===== config.mk =====
export PLATFORM = sky130hd
export DESIGN_NAME = rdma_multi_qp_fsm
export DESIGN_NICKNAME = d
export VERILOG_FILES = /design/src/rtl/rdma_multi_qp_fsm.sv
export SDC_FILE = /design/constraint.sdc
export NUM_CORES = 1
export LEC_CHECK = 0
export BUFFER_PORTS_ARGS = -buffer_cell sky130_fd_sc_hd__clkbuf_2
export CAP_MARGIN = 20
export CORE_ASPECT_RATIO = 0.7
export CORE_MARGIN = 10
export CORE_UTILIZATION = 60
export CTS_CLUSTER_DIAMETER = 60
export DETAILED_ROUTE_END_ITERATION = 7
export GPL_TIMING_DRIVEN = 0
export PLACE_DENSITY = 0.83
export RECOVER_POWER = 100
export SKIP_CTS_REPAIR_TIMING = 1
export SYNTH_ARGS = -nofsm -noshare
export SYNTH_HDL_FRONTEND = slang
export SYNTH_SLANG_ARGS = --single-unit

===== constraint.sdc =====
create_clock -name core_clk -period 6.2 [get_ports core_clk]
set_clock_uncertainty 0.2 [all_clocks]
set_input_delay 0.31 -clock core_clk [delete_from_list [all_inputs] [get_ports core_clk]]
set_output_delay 0.31 -clock core_clk [all_outputs]
set_load 0.1 [all_outputs]

===== src/rtl/rdma_multi_qp_fsm.sv =====
// rdma_multi_qp_fsm: per-host CM handshake, per-QP MR tracking and round-robin RDMA write scheduler.
module rdma_multi_qp_fsm #(
  parameter int NUM_QP         = 8,
  parameter int QPN_W          = 4,
  parameter int FIRST_DATA_QPN = 2,
  parameter int TRACK_W        = 4,
  parameter int TIMEOUT_W      = 24,
  parameter logic [TIMEOUT_W-1:0] TIMEOUT_CYCLES = 24'd10_000_000
) (
  input  logic               core_clk,
  input  logic               core_areset,
  input  logic               clear_session,
  input  logic               qp1_init_done,
  input  logic               cm_req_valid,
  input  logic [QPN_W-1:0]   cm_req_qpn,
  input  logic               cm_rtu_valid,
  output logic               cm_reply_tx_en,
  input  logic               cm_reply_tx_done,
  output logic [QPN_W-1:0]   cm_qpn,
  output logic               qpn_init_en,
  input  logic               qpn_init_done,
  input  logic               rx_mr_valid,
  input  logic [QPN_W-1:0]   rx_mr_qpn,
  input  logic               cmac_m_axis_tready,
  input  logic               cmac_m_axis_tvalid,
  input  logic               cmac_m_axis_tlast,
  input  logic [3:0]         active_qp_num,
  input  logic [TRACK_W-1:0] tracks_per_qp,
  input  logic               ddr_write_done,
  input  logic               rdma_track_done,
  output logic               rdma_write_ready,
  output logic               rdma_write_en,
  output logic [QPN_W-1:0]   rdma_write_qpn,
  output logic [NUM_QP-1:0]  qp_connected,
  output logic [NUM_QP-1:0]  qp_mr_valid,
  output logic               err_flag,
  output logic [2:0]         err_code,
  output logic [3:0]         fsm_state
);
  typedef enum logic [3:0] {
    S_IDLE = 4'd0, S_CM_REPLY = 4'd1, S_WAIT_REPLY = 4'd2, S_WAIT_RTU = 4'd3,
    S_QPN_INIT = 4'd4, S_WAIT_QPN_INIT = 4'd5, S_WAIT_ACK = 4'd6, S_WAIT_DDR = 4'd7,
    S_WRITE = 4'd8, S_WAIT_WRITE = 4'd9, S_ERROR = 4'd10
  } state_t;
  localparam logic [QPN_W-1:0]  FQ  = QPN_W'(FIRST_DATA_QPN);
  localparam logic [QPN_W:0]    NQ  = (QPN_W+1)'(NUM_QP);
  localparam logic [3:0]        NQ4 = 4'(NUM_QP);
  localparam logic [NUM_QP-1:0] ONE = NUM_QP'(1);
  state_t               r_state, w_next;
  logic [NUM_QP-1:0]    r_conn, r_mr, r_pend_oh;
  logic                 r_pend;
  logic [QPN_W-1:0]     r_cm_qpn, r_wr_qpn;
  logic [3:0]           r_qp_idx, w_idx_nxt, w_eff_act;
  logic [TRACK_W-1:0]   r_trk, w_trk_nxt, w_eff_trk;
  logic [TIMEOUT_W-1:0] r_tmo;
  logic [2:0]           r_err, w_code;
  logic [NUM_QP-1:0]    w_req_oh, w_mr_oh, w_cm_oh, w_act_mask;
  logic                 w_all_mr, w_mr_ok, w_req_go, w_adv, w_trk_last, w_hit, w_timed;
  function automatic logic in_rng(input logic [QPN_W-1:0] q);
    return (q >= FQ) && ({1'b0, q - FQ} < NQ);
  endfunction
  assign w_req_oh   = ONE << (cm_req_qpn - FQ);
  assign w_mr_oh    = ONE << (rx_mr_qpn - FQ);
  assign w_cm_oh    = ONE << (r_cm_qpn - FQ);
  assign w_eff_act  = (active_qp_num == 4'd0) ? 4'd1 : (active_qp_num > NQ4 ? NQ4 : active_qp_num);
  assign w_act_mask = (ONE << w_eff_act) - ONE;
  assign w_all_mr   = &(r_mr | ~w_act_mask);
  assign w_eff_trk  = (tracks_per_qp == '0) ? TRACK_W'(1) : tracks_per_qp;
  assign w_mr_ok    = rx_mr_valid & ~clear_session & in_rng(rx_mr_qpn) & |(r_conn & w_mr_oh);
  assign w_req_go   = (r_state == S_IDLE) & cm_req_valid & qp1_init_done & in_rng(cm_req_qpn);
  assign w_adv      = (r_state == S_WAIT_WRITE) & rdma_track_done;
  assign w_trk_last = r_trk == w_eff_trk - TRACK_W'(1);
  assign w_idx_nxt  = (w_adv & w_trk_last) ? ((r_qp_idx == w_eff_act - 4'd1) ? 4'd0 : r_qp_idx + 4'd1) : r_qp_idx;
  assign w_trk_nxt  = w_adv ? (w_trk_last ? '0 : r_trk + TRACK_W'(1)) : r_trk;
  assign w_hit      = r_tmo == TIMEOUT_CYCLES - TIMEOUT_W'(1);
  assign w_timed    = (r_state == S_WAIT_REPLY) | (r_state == S_WAIT_RTU) |
                      (r_state == S_WAIT_QPN_INIT) | (r_state == S_WAIT_ACK);
  always_comb begin
    w_next = r_state;
    w_code = 3'd0;
    case (r_state)
      S_IDLE: begin
        if (cm_req_valid & ~qp1_init_done) begin w_next = S_ERROR; w_code = 3'd1; end
        else if (cm_req_valid & ~in_rng(cm_req_qpn)) begin w_next = S_ERROR; w_code = 3'd2; end
        else if (cm_req_valid) w_next = S_CM_REPLY;
        else if (w_all_mr) w_next = S_WAIT_DDR;
        else if (rx_mr_valid) w_next = S_WAIT_ACK;
      end
      S_CM_REPLY:      w_next = S_WAIT_REPLY;
      S_WAIT_REPLY:    w_next = cm_reply_tx_done ? S_WAIT_RTU : (w_hit ? S_ERROR : r_state);
      S_WAIT_RTU:      w_next = cm_rtu_valid ? S_QPN_INIT : (w_hit ? S_ERROR : r_state);
      S_QPN_INIT:      w_next = S_WAIT_QPN_INIT;
      S_WAIT_QPN_INIT: w_next = qpn_init_done ? S_IDLE : (w_hit ? S_ERROR : r_state);
      S_WAIT_ACK:      w_next = (cmac_m_axis_tready & cmac_m_axis_tvalid & cmac_m_axis_tlast) ? S_IDLE :
                                (w_hit ? S_ERROR : r_state);
      S_WAIT_DDR:      w_next = ddr_write_done ? S_WRITE : r_state;
      S_WRITE:         w_next = S_WAIT_WRITE;
      S_WAIT_WRITE:    w_next = rdma_track_done ? S_WRITE : r_state;
      default:         w_next = r_state;
    endcase
    if (w_timed && w_next == S_ERROR) w_code = 3'd3;
    if (clear_session) w_next = S_IDLE;
  end
  always_ff @(posedge core_clk or posedge core_areset) begin
    if (core_areset) begin
      r_state   <= S_IDLE;
      r_conn    <= '0;
      r_mr      <= '0;
      r_pend    <= 1'b0;
      r_pend_oh <= '0;
      r_cm_qpn  <= '0;
      r_wr_qpn  <= '0;
      r_qp_idx  <= '0;
      r_trk     <= '0;
      r_tmo     <= '0;
      r_err     <= '0;
    end else if (clear_session) begin
      r_state  <= S_IDLE;
      r_conn   <= '0;
      r_mr     <= '0;
      r_pend   <= 1'b0;
      r_qp_idx <= '0;
      r_trk    <= '0;
      r_tmo    <= '0;
      r_err    <= '0;
    end else begin
      r_state   <= w_next;
      r_tmo     <= (w_next != r_state || !w_timed) ? '0 : r_tmo + TIMEOUT_W'(1);
      r_err     <= (w_next == S_ERROR && r_state != S_ERROR) ? w_code : r_err;
      r_cm_qpn  <= w_req_go ? cm_req_qpn : r_cm_qpn;
      // A fresh REQ for a QP drops its old connection and MR so it re-handshakes cleanly
      r_conn    <= (r_conn & ~(w_req_go ? w_req_oh : '0)) |
                   ((r_state == S_WAIT_QPN_INIT && qpn_init_done) ? w_cm_oh : '0);
      r_mr      <= (r_mr | (r_pend ? r_pend_oh : '0)) & ~(w_req_go ? w_req_oh : '0);
      r_pend    <= w_mr_ok;
      r_pend_oh <= w_mr_oh;
      r_qp_idx  <= w_idx_nxt;
      r_trk     <= w_trk_nxt;
      r_wr_qpn  <= (w_next == S_WRITE) ? FQ + QPN_W'(w_idx_nxt) : r_wr_qpn;
    end
  end
  assign cm_reply_tx_en   = r_state == S_CM_REPLY;
  assign qpn_init_en      = r_state == S_QPN_INIT;
  assign rdma_write_ready = r_state == S_WAIT_DDR;
  assign rdma_write_en    = r_state == S_WRITE;
  assign err_flag         = r_state == S_ERROR;
  assign err_code         = r_err;
  assign cm_qpn           = r_cm_qpn;
  assign rdma_write_qpn   = r_wr_qpn;
  assign qp_connected     = r_conn;
  assign qp_mr_valid      = r_mr;
  assign fsm_state        = r_state;
endmodule


Word level (Yosys, flattened, before mapping) --
Cells that the tools add are included.
Word-level totals: bits in registers 72, bits of input ports 30, output and inout bits 36
Cells by class: add/sub/neg operators 10, magnitude comparators 5, equal/unequal tests 18, shift operators 4, mux-type cells 38, bitwise logic cells 26, reduce and logical (&&, ||, !) cells 16
Operators by type and width (count):
- two-way mux 4 bit | 23
- two-way mux 24 bit | 2
- two-way mux 8 bit | 5
- case mux 4 bit (10 select lines) | 1
- << shifter 1 x 4 -> 8 bit (first input constant) | 4
- adder 24 x 1 -> 24 bit (second input constant) | 1
- bitwise AND 8 bit | 3
- equality test 24 bit (second input constant) | 1
- equality test 4 bit (second input constant) | 6
- OR 8 bit | 3
- equality test 4 x 3 -> 1 bit (second input constant) | 4
- inverter 8 bit | 2
- bitwise AND 1 bit | 12
- logical NOT 4 bit | 3
- subtractor 4 x 2 -> 4 bit (second input constant) | 3
- two-way mux 3 bit | 3
- adder 4 x 1 -> 4 bit (second input constant) | 2
- equality test 4 x 2 -> 1 bit (second input constant) | 2
- equality test 4 bit | 2
- greater-or-equal comparator 4 x 2 -> 1 bit (second input constant) | 2
- < comparator 4 bit (second input constant) | 2
- AND reduction 8 bit | 1
- OR reduction 8 bit | 1
- subtractor 4 x 1 -> 4 bit (second input constant) | 2
- 15 further kinds | 27

Logic depth before layout (Yosys ltp) --
Gate-level depths: netlist of run 1.
word-level depth 18, depth in mapped cells 17, depth with buffers taken out 14

Worst setup path before layout of run 1 --
OpenSTA, ideal clock, no wires.
path kind reg-to-output, start point reg r_state[0] (netlist: fsm_state[0]), end point out cm_reply_tx_en, data arrival time 3.551 ns, required time 5.690 ns, path slack 2.139 ns, cell stages (with the launch flop) 5, path buffers 2, cell sequence dfrtp_1 -> clkbuf_1 -> buf_6 -> nand2b_1 -> nor3_1
On the way: longest elaborated chain between the ends 1
Ends and longest elaborated chain:
- start: declaration | RTL line 49 | state_t r_state, w_next;
- start signal: assignment | RTL line 127 | r_state <= w_next;
- equality test 4 x 1 -> 1 bit | RTL line 142 | assign cm_reply_tx_en = r_state == S_CM_REPLY;
- end: declaration | RTL line 17 | output logic cm_reply_tx_en,
No other way between the ends.

Final worst setup path of run 1 --
start point in active_qp_num[2], end point reg r_tmo[21]
On the way: longest elaborated chain between the ends 18, elaborated cells on any way between the ends 19, those cells by class 1 x add/sub; 1 x order compare; 1 x eq/ne; 1 x shift; 10 x mux; 2 x bitwise; 3 x reduce/logical
Ends and longest elaborated chain:
- start: declaration | RTL line 27 | input logic [3:0] active_qp_num,
- greater-than comparator 4 bit | RTL line 65 | assign w_eff_act = (active_qp_num == 4'd0) ? 4'd1 : (active_qp_num > NQ4 ? NQ4 : active_qp_num);
- two-way mux 4 bit | RTL line 65
- two-way mux 4 bit (*) | RTL line 65
- << shifter 1 x 4 -> 8 bit (*) | RTL line 66 | assign w_act_mask = (ONE << w_eff_act) - ONE;
- subtractor 8 x 1 -> 8 bit (*) | RTL line 66
- inverter 8 bit (*) | RTL line 67 | assign w_all_mr = &(r_mr | ~w_act_mask);
- OR 8 bit (*) | RTL line 67
- AND reduction 8 bit (*) | RTL line 67
- [... 2 more ...]
- two-way mux 4 bit (*) | RTL line 84 | else if (cm_req_valid & ~in_rng(cm_req_qpn)) begin w_next = S_ERROR; w_code = 3'd2; end
- two-way mux 4 bit (*) | RTL line 83 | if (cm_req_valid & ~qp1_init_done) begin w_next = S_ERROR; w_code = 3'd1; end
- case mux 4 bit (10 select lines) (*) | RTL line 81 | case (r_state)
- two-way mux 4 bit (*) | RTL line 102 | if (clear_session) w_next = S_IDLE;
- inequality test 4 bit (*) | RTL line 128 | r_tmo <= (w_next != r_state || !w_timed) ? '0 : r_tmo + TIMEOUT_W'(1);
- logical OR 1 bit (*) | RTL line 128
- two-way mux 24 bit (*) | RTL line 128
- two-way mux 24 bit (*) | RTL line 117 | end else if (clear_session) begin
- end signal: assignment | RTL line 128
- end: declaration | RTL line 55 | logic [TIMEOUT_W-1:0] r_tmo;
Every way passes the cells marked *; elsewhere a longest branch is shown, timed or not. A chain may end at the register's enable or synchronous reset.

==> impl_metrics.toml, run 1 <==
[clocking]
ctsLongestPathBuffers = 2
root_buffer = "clkbuf_8"
clock-sinks = 71
h-tree-depth = 3
cts_tree = "done"
clk_pin_slew_worst_paths_ns = 0.08
worstSkewPairLatency_ns = 0.35
cts-buffers-inserted = 9

[timing]
period_needed_ns = 4.636
setup_viol = 0
drv_slew = 72
slew_headroom = -1.053
hold_viol = 0
rsz0062_at_grt = "no"
max_freq_mhz = 215.7
tightest_slew_ns = 3.062
tns_ns = 0
setup_ws_ns = 1.564
fin_crit_sh = 0.7478

[die]
die-area_sq_um = 11370
dieHeight_um = 92.26
io_pins = 66
row_count = 26
core_area_sq_um = 7287
start_util = 0.6142
die_width_um = 123.2

[finish]
multi_input_comb_area_sq_um = 2415
fill_cells = 629
register_area_sq_um = 1777
final_nets = 619
area_delta_synth_final_pct = 12.22
layout-drive-gt1-share = 0.1194
n_antenna_cell = 0

[power_and_ir_drop]
p_total_mw = 1.686
seqPwrFrac = 0.319
power.leakage_nw = 2.090
clkPwrFrac = 0.244
sw_frac_of_total = 0.4605
p_switching_uw = 776.4
cellPowerDensity_nw_per_um2 = 335.7
internal-power_uw = 909.7
ir_worst_vdd_v = 0.0003582
comb_power_share = 0.437

[min_path]
min_from = "clear_session"
min_path_type = "primary input to register"
min_to = "fsm_state[3]"
holdPathStages = 2

[worst_setup_path]
crit_path_end_kind = "register"
reg2regPathDepth = 8
critPathRequiredTime_ns = 6.23
worstPathMaxFanout = 10
r2r_start = "r_tmo[0]"
critPathSlowestCell = "o311ai_0"
cp-start-kind = "primary input"
crit_arrival_ns = 4.67
crit_path_max_incr_delay_ns = 0.96
r2r_end = "err_code[1]"
critPathLaunch = "active_qp_num[2]"
reg2reg_slack_ns = 2.53
crit_type = "primary input to register"
path_cells = "clkbuf_1 -> o21ba_2 -> nor2_1 -> inv_1 -> ha_1 -> clkbuf_1 -> nand2_1 -> ha_1 -> nor2b_1 -> o22ai_1 -> a2111oi_0 -> o211ai_1 -> o2111ai_1 -> o211ai_1 -> o311ai_0 -> buf_2 -> nor2_1"

[synth]
syn-cell-area_sq_um = 4476
yosysWarnings = 0
synthTopCellsByArea = "dfrtp_1, nor2_1, ha_1"
syn-num-nets = 546
synthDistinctLibCells = 72
synth_top_area_frac = 0.3970
yosysSeqAreaShare = 0.3970
ys.flop_type = "dfrtp_1"
avgSynthCellArea_sq_um = 8.951
ys_ff_latch = 71
synthArstFlopShare = 1.000
synth.largest_area_cell = "dfrtp_1"
synth-edff-count = 0
synth_cells = 500
ys_top_cells_by_count = "nor2_1, dfrtp_1, nand2_1"
synth.most_common_cell = "nor2_1"

[run]
maxCapViolations = 1

[global_route]
grt_pass1_wl_mm = 19.08
grt_pass1_vias = 3916
antenna_found_initial = 0
grt_usage = 0.2055
grt_start_max_net_pins = 72
grt_overflow = 0

[routing]
route.vias.total = 4060
via_per_inst = 6.006
first_pass_iters = 5
detail-route-antenna-nets = 0
drt-total-wl_mm = 11.42
dr.first_iter.drc_count = 399
wire_per_inst_um = 16.89
drc = 0

[placed_design]
routabilityCongestion = 0.9776
numPortBuffers = 61
post-place-ws_ns = 2.162
dp.final_hpwl_mm = 8.751

[run_status]
violations = "max-capacitance violations, max-slew violations"
status = "complete, but fails checks"
cells in the final DEF, fill, tap and decap left out, types with 4 or more instances in the layout:
cell | netlist | final
a211oi_1 | 11 | 11
clkbuf_1 | 5 | 46
a21oi_1 | 22 | 22
nand2_1 | 39 | 39
clkbuf_8 | 0 | 10
nor3b_1 | 5 | 5
clkbuf_2 | 0 | 23
inv_1 | 26 | 25
nor2b_1 | 7 | 7
nand2b_1 | 9 | 9
ha_1 | 16 | 16
a22o_1 | 4 | 4
o211ai_1 | 2 | 4
buf_4 | 5 | 4
mux2_2 | 7 | 6
nor3_1 | 18 | 18
a32oi_1 | 5 | 5
and4_1 | 4 | 4
nand3_1 | 20 | 20
nor2_1 | 80 | 80
xor2_1 | 18 | 18
dfrtp_1 | 71 | 71
or2_2 | 5 | 5
buf_2 | 6 | 5
nand4_1 | 5 | 5
a2111oi_0 | 3 | 4
o21ai_0 | 21 | 22
xnor2_1 | 19 | 19
power by group through the flow:
stage                     clock network, mW  registers [mW]  logic [mW]
after CTS                             0.417           0.537       0.766
after detailed placement                  0           0.545       0.760
after floorplan                           0           0.745       0.405
final                                 0.411           0.538       0.737
after global routing                  0.440           0.544       0.787
after global placement                    0           0.546       0.747
metrics by stage:
step,utilization,cells,hold WS [ns],cell area (sq um)
after CTS,0.7038,675,-0.04638,5129
final,0.6892,676,0.03791,5022
after global routing,0.6892,676,0.03734,5022
after global placement,0.6729,659,0.2718,4903
after floorplan,-,500,0.2067,4476
after detailed placement,0.6732,659,0.2776,4906
sequential cells by signal (all words and copies together), names as in the netlist:
| signal | count |
|---|---|
| qp_connected | 8 |
| r_pend | 1 |
| cm_qpn | 4 |
| r_pend_oh | 8 |
| r_tmo | 24 |
| err_code | 2 |
| r_trk | 4 |
| qp_mr_valid | 8 |
| r_qp_idx | 4 |
| rdma_write_qpn | 4 |
| fsm_state | 4 |
worst max-delay path by stage:
stage | slack, ns | end | cells past startpoint
3_3_place_gp | 2.25 | r_tmo[15] | 17
4_1_cts | 2.48 | err_code[1] | 16
5_1_grt | 1.14 | r_tmo[6] | 17
3_5_place_dp | 2.16 | r_tmo[19] | 17
6_report | 1.56 | r_tmo[21] | 17
2_1_floorplan | 2.14 | cm_reply_tx_en | 4
layout make-up:
cell class | instances | area share
multi-input cells | 383 | 0.4808
flip-flops and latches | 71 | 0.3538
repair buffers | 62 | 0.05331
clock buffers | 11 | 0.02815
well taps | 98 | 0.02441
plain buffers | 20 | 0.02367
inverters | 26 | 0.01968
clock inverters | 5 | 0.01619
kinds of logic after synthesis:
family,synth area share
AO/OA/AOI/OAI,0.1644
XOR/XNOR,0.07241
adder cells (fa/ha/maj),0.04473
buffers and inverters,0.04948
flip-flops,0.3970
multiplexers,0.02209
other,0.0008379
AND/OR/NAND/NOR,0.2491
worst max-delay path: cells and delay by family:
kind | cells | cell delay (ns)
compound gates | 7 | 2.44
fa+ha+maj | 2 | 0.45
buf+inv | 4 | 0.88
simple gates | 4 | 0.56
per-layer routing:
layer | wire (um) | up-vias | global-route usage
met5 | 0 | - | 0
met4 | 282 | 0 | 0.07157
met3 | 998 | 33 | 0.05511
met2 | 5203 | 175 | 0.3150
met1 | 4935 | 1927 | 0.2732
li1 | - | 1925 | -
No activity file was read; power rests on OpenSTA's default activity.
==> run 2: changes to the inputs <==
--- a/config.mk
+++ b/config.mk
@@ -5,15 +5,16 @@
 export SDC_FILE = /design/constraint.sdc
 export NUM_CORES = 1
 export LEC_CHECK = 0
+export ABC_AREA = 1
 export BUFFER_PORTS_ARGS = -buffer_cell sky130_fd_sc_hd__clkbuf_2
 export CAP_MARGIN = 20
 export CORE_ASPECT_RATIO = 0.7
 export CORE_MARGIN = 10
-export CORE_UTILIZATION = 60
+export CORE_UTILIZATION = 58
 export CTS_CLUSTER_DIAMETER = 60
 export DETAILED_ROUTE_END_ITERATION = 7
 export GPL_TIMING_DRIVEN = 0
-export PLACE_DENSITY = 0.83
+export PLACE_DENSITY = 0.81
 export RECOVER_POWER = 100
 export SKIP_CTS_REPAIR_TIMING = 1
 export SYNTH_ARGS = -nofsm -noshare
==> constraint.sdc (replaced) <==
create_clock -name core_clk -period 4.9 [get_ports core_clk]
set_clock_uncertainty 0.2 [all_clocks]
set_input_delay 0.245 -clock core_clk [delete_from_list [all_inputs] [get_ports core_clk]]
set_output_delay 0.245 -clock core_clk [all_outputs]
set_load 0.1 [all_outputs]
==> run 2 against run 1 <==
  * The run still ends with max-capacitance violations, max-slew violations left
  * Die area increased by 4.3%
  * Via count rose by 13%
  * Routed wire length increased by 12%
  * Sequential power up 30%
  * Global-route usage increased by 0.94 points
  * Setup slack lost 0.44 ns
  * Worst hold slack got worse by 0.019 ns
  * Flip-flop and latch count unchanged
==> impl_metrics.toml, run 2 <==
[run_status]
status = "complete, but fails checks"
violations = "max-capacitance violations, max-slew violations"

[power_and_ir_drop]
seqPwrFrac = 0.299
clkPwrFrac = 0.259
cellPowerDensity_nw_per_um2 = 451.9
p_total_mw = 2.333
internal-power_mw = 1.195
power.leakage_nw = 2.491
p_switching_mw = 1.138
ir_worst_vdd_v = 0.0005961
comb_power_share = 0.442
sw_frac_of_total = 0.4878

[synth]
synth_top_area_frac = 0.3898
ys.flop_type = "dfrtp_1"
synth.largest_area_cell = "dfrtp_1"
ys_ff_latch = 71
synthDistinctLibCells = 41
synthArstFlopShare = 1.000
synth.most_common_cell = "nand2_1"
synth_cells = 628
syn-cell-area_sq_um = 4558
syn-num-nets = 674
synthTopCellsByArea = "dfrtp_1, nand2_1, inv_1"
avgSynthCellArea_sq_um = 7.258
synth-edff-count = 0
yosysSeqAreaShare = 0.3898
yosysWarnings = 0
ys_top_cells_by_count = "nand2_1, inv_1, nor2_1"

[clocking]
ctsLongestPathBuffers = 2
root_buffer = "clkbuf_16"
cts-buffers-inserted = 9
clk_pin_slew_worst_paths_ns = 0.06
cts_tree = "done"
clock-sinks = 71
worstSkewPairLatency_ns = 0.33
h-tree-depth = 3

[routing]
dr.first_iter.drc_count = 553
first_pass_iters = 6
detail-route-antenna-nets = 0
route.vias.total = 4574
wire_per_inst_um = 15.88
drc = 0
via_per_inst = 5.668
drt-total-wl_mm = 12.82

[finish]
area_delta_synth_final_pct = 13.29
postLayoutCellArea_sq_um = 5164
n_antenna_cell = 0
final_nets = 750
layout-drive-gt1-share = 0.08181
largest_reg_flops = 24
final_cell_mix = "nand2_1, nor2_1, inv_1, dfrtp_1, nand3_1"
regMostFlops = "r_tmo"
final_util = 0.6901
final_common_cell = "nand2_1"

[worst_setup_path]
critPathRequiredTime_ns = 4.95
crit_type = "primary input to register"
crit_path_end_kind = "register"
crit_arrival_ns = 3.83
cp-start-kind = "primary input"
worstPathMaxFanout = 10

[die]
io_pins = 66
core_area_sq_um = 7482
row_count = 26
die_width_um = 126.0
start_util = 0.6092
die-area_sq_um = 11860
dieHeight_um = 94.17

[timing]
fin_crit_sh = 0.7715
drv_slew = 72
hold_viol = 0
max_freq_mhz = 264.5
holdWs_ns = 0.01912
slew_headroom = -1.102
setup_viol = 0
rsz0062_at_grt = "no"
tightest_slew_ns = 3.136
tns_ns = 0
period_needed_ns = 3.780

[placed_design]
dp.final_hpwl_mm = 9.956
place_area_sq_um = 5004
numPortBuffers = 64
routabilityCongestion = 0.9671

[global_route]
grt_pass1_wl_mm = 21.08
antenna_found_initial = 0
grt_start_max_net_pins = 72
grt_overflow = 0
grt_usage = 0.2149
grt_pass1_vias = 4384

[min_path]
min_path_type = "primary input to register"

[run]
maxCapViolations = 1
-- run 2: cell type report --
class	count	area [sq um]
buffer	9	52.55
clock buffer	11	242.7
clock inverter	5	33.78
fill	689	2318
inverter	102	384.1
multi-input combinational	446	2267
sequential	71	1777
tap	98	122.6
timing repair buffer	65	284.0
-- run 2: per-layer routing --
metal / track usage / vias up / part of all wire
li1: - / 2167 / -
met1: 0.2988 / 2152 / 0.46
met2: 0.3211 / 236 / 0.43
met3: 0.06373 / 19 / 0.10
met4: 0.04915 / 0 / 0.0083
met5: 0 / - / 0
-- run 2: logic make-up (layout without fill, tap and decap cells) --
family                   after synthesis  after routing  synth area share
buffers and inverters                111            192           0.09580
flip-flops                            71             71            0.3898
AND/OR/NAND/NOR                      326            326            0.3206
XOR/XNOR                              26             26           0.04996
other                                  1              1         0.0008227
adder cells (fa/ha/maj)               16             16           0.04392
AO/OA/AOI/OAI                         77             77           0.09910
-- run 2: worst paths after layout --
| path | startpoint | to | slack (ns) | cells past startpoint |
|---|---|---|---|---|
| setup / recovery | active_qp_num[2] | r_tmo[17] | 1.12 | 21 |
| hold / removal | cm_req_qpn[3] | cm_qpn[3] | 0.02 | 3 |
| setup reg to reg | fsm_state[2] | r_tmo[17] | 1.94 | 14 |
| hold reg to reg | rdma_write_qpn[2] | rdma_write_qpn[2] | 0.27 | 2 |
| max in group asynchronous | core_areset | err_code[1] | 1.93 | 3 |
| min in group asynchronous | core_areset | rdma_write_qpn[2] | 1.15 | 3 |
-- run 2: power by group through the flow --
stage                     Clock [mW]  Combinational (mW)  Sequential (mW)
after floorplan                    0               0.534             1.02
after detailed placement           0                1.06            0.707
final                          0.604                1.03            0.698
after global routing           0.631                1.12            0.705
after global placement             0                1.04            0.704
after CTS                      0.606                1.06            0.697
-- run 2: critical path, stage by stage --
cell      delay (ns)
clkbuf_1        0.14
nor2_1          0.36
inv_1           0.16
o22ai_1         0.33
inv_1           0.15
ha_1            0.27
nand2_1         0.15
ha_1            0.21
nand3_1         0.11
nand3_1         0.14
nand3_1         0.08
a21oi_1         0.17
nand3_2         0.10
nand2_1         0.07
nand2_1         0.07
nand2_1         0.09
nand3_1         0.11
a21oi_1         0.17
nand3_1         0.30
buf_6           0.26
nor2_1          0.11
-- run 2: stage by stage --
stage          cells  setup WS, ns
2_1_floorplan    628         1.045
3_3_place_gp     790         1.504
3_5_place_dp     790         1.388
4_1_cts          806         1.715
5_1_grt          807        0.6632
6_report         807         1.120
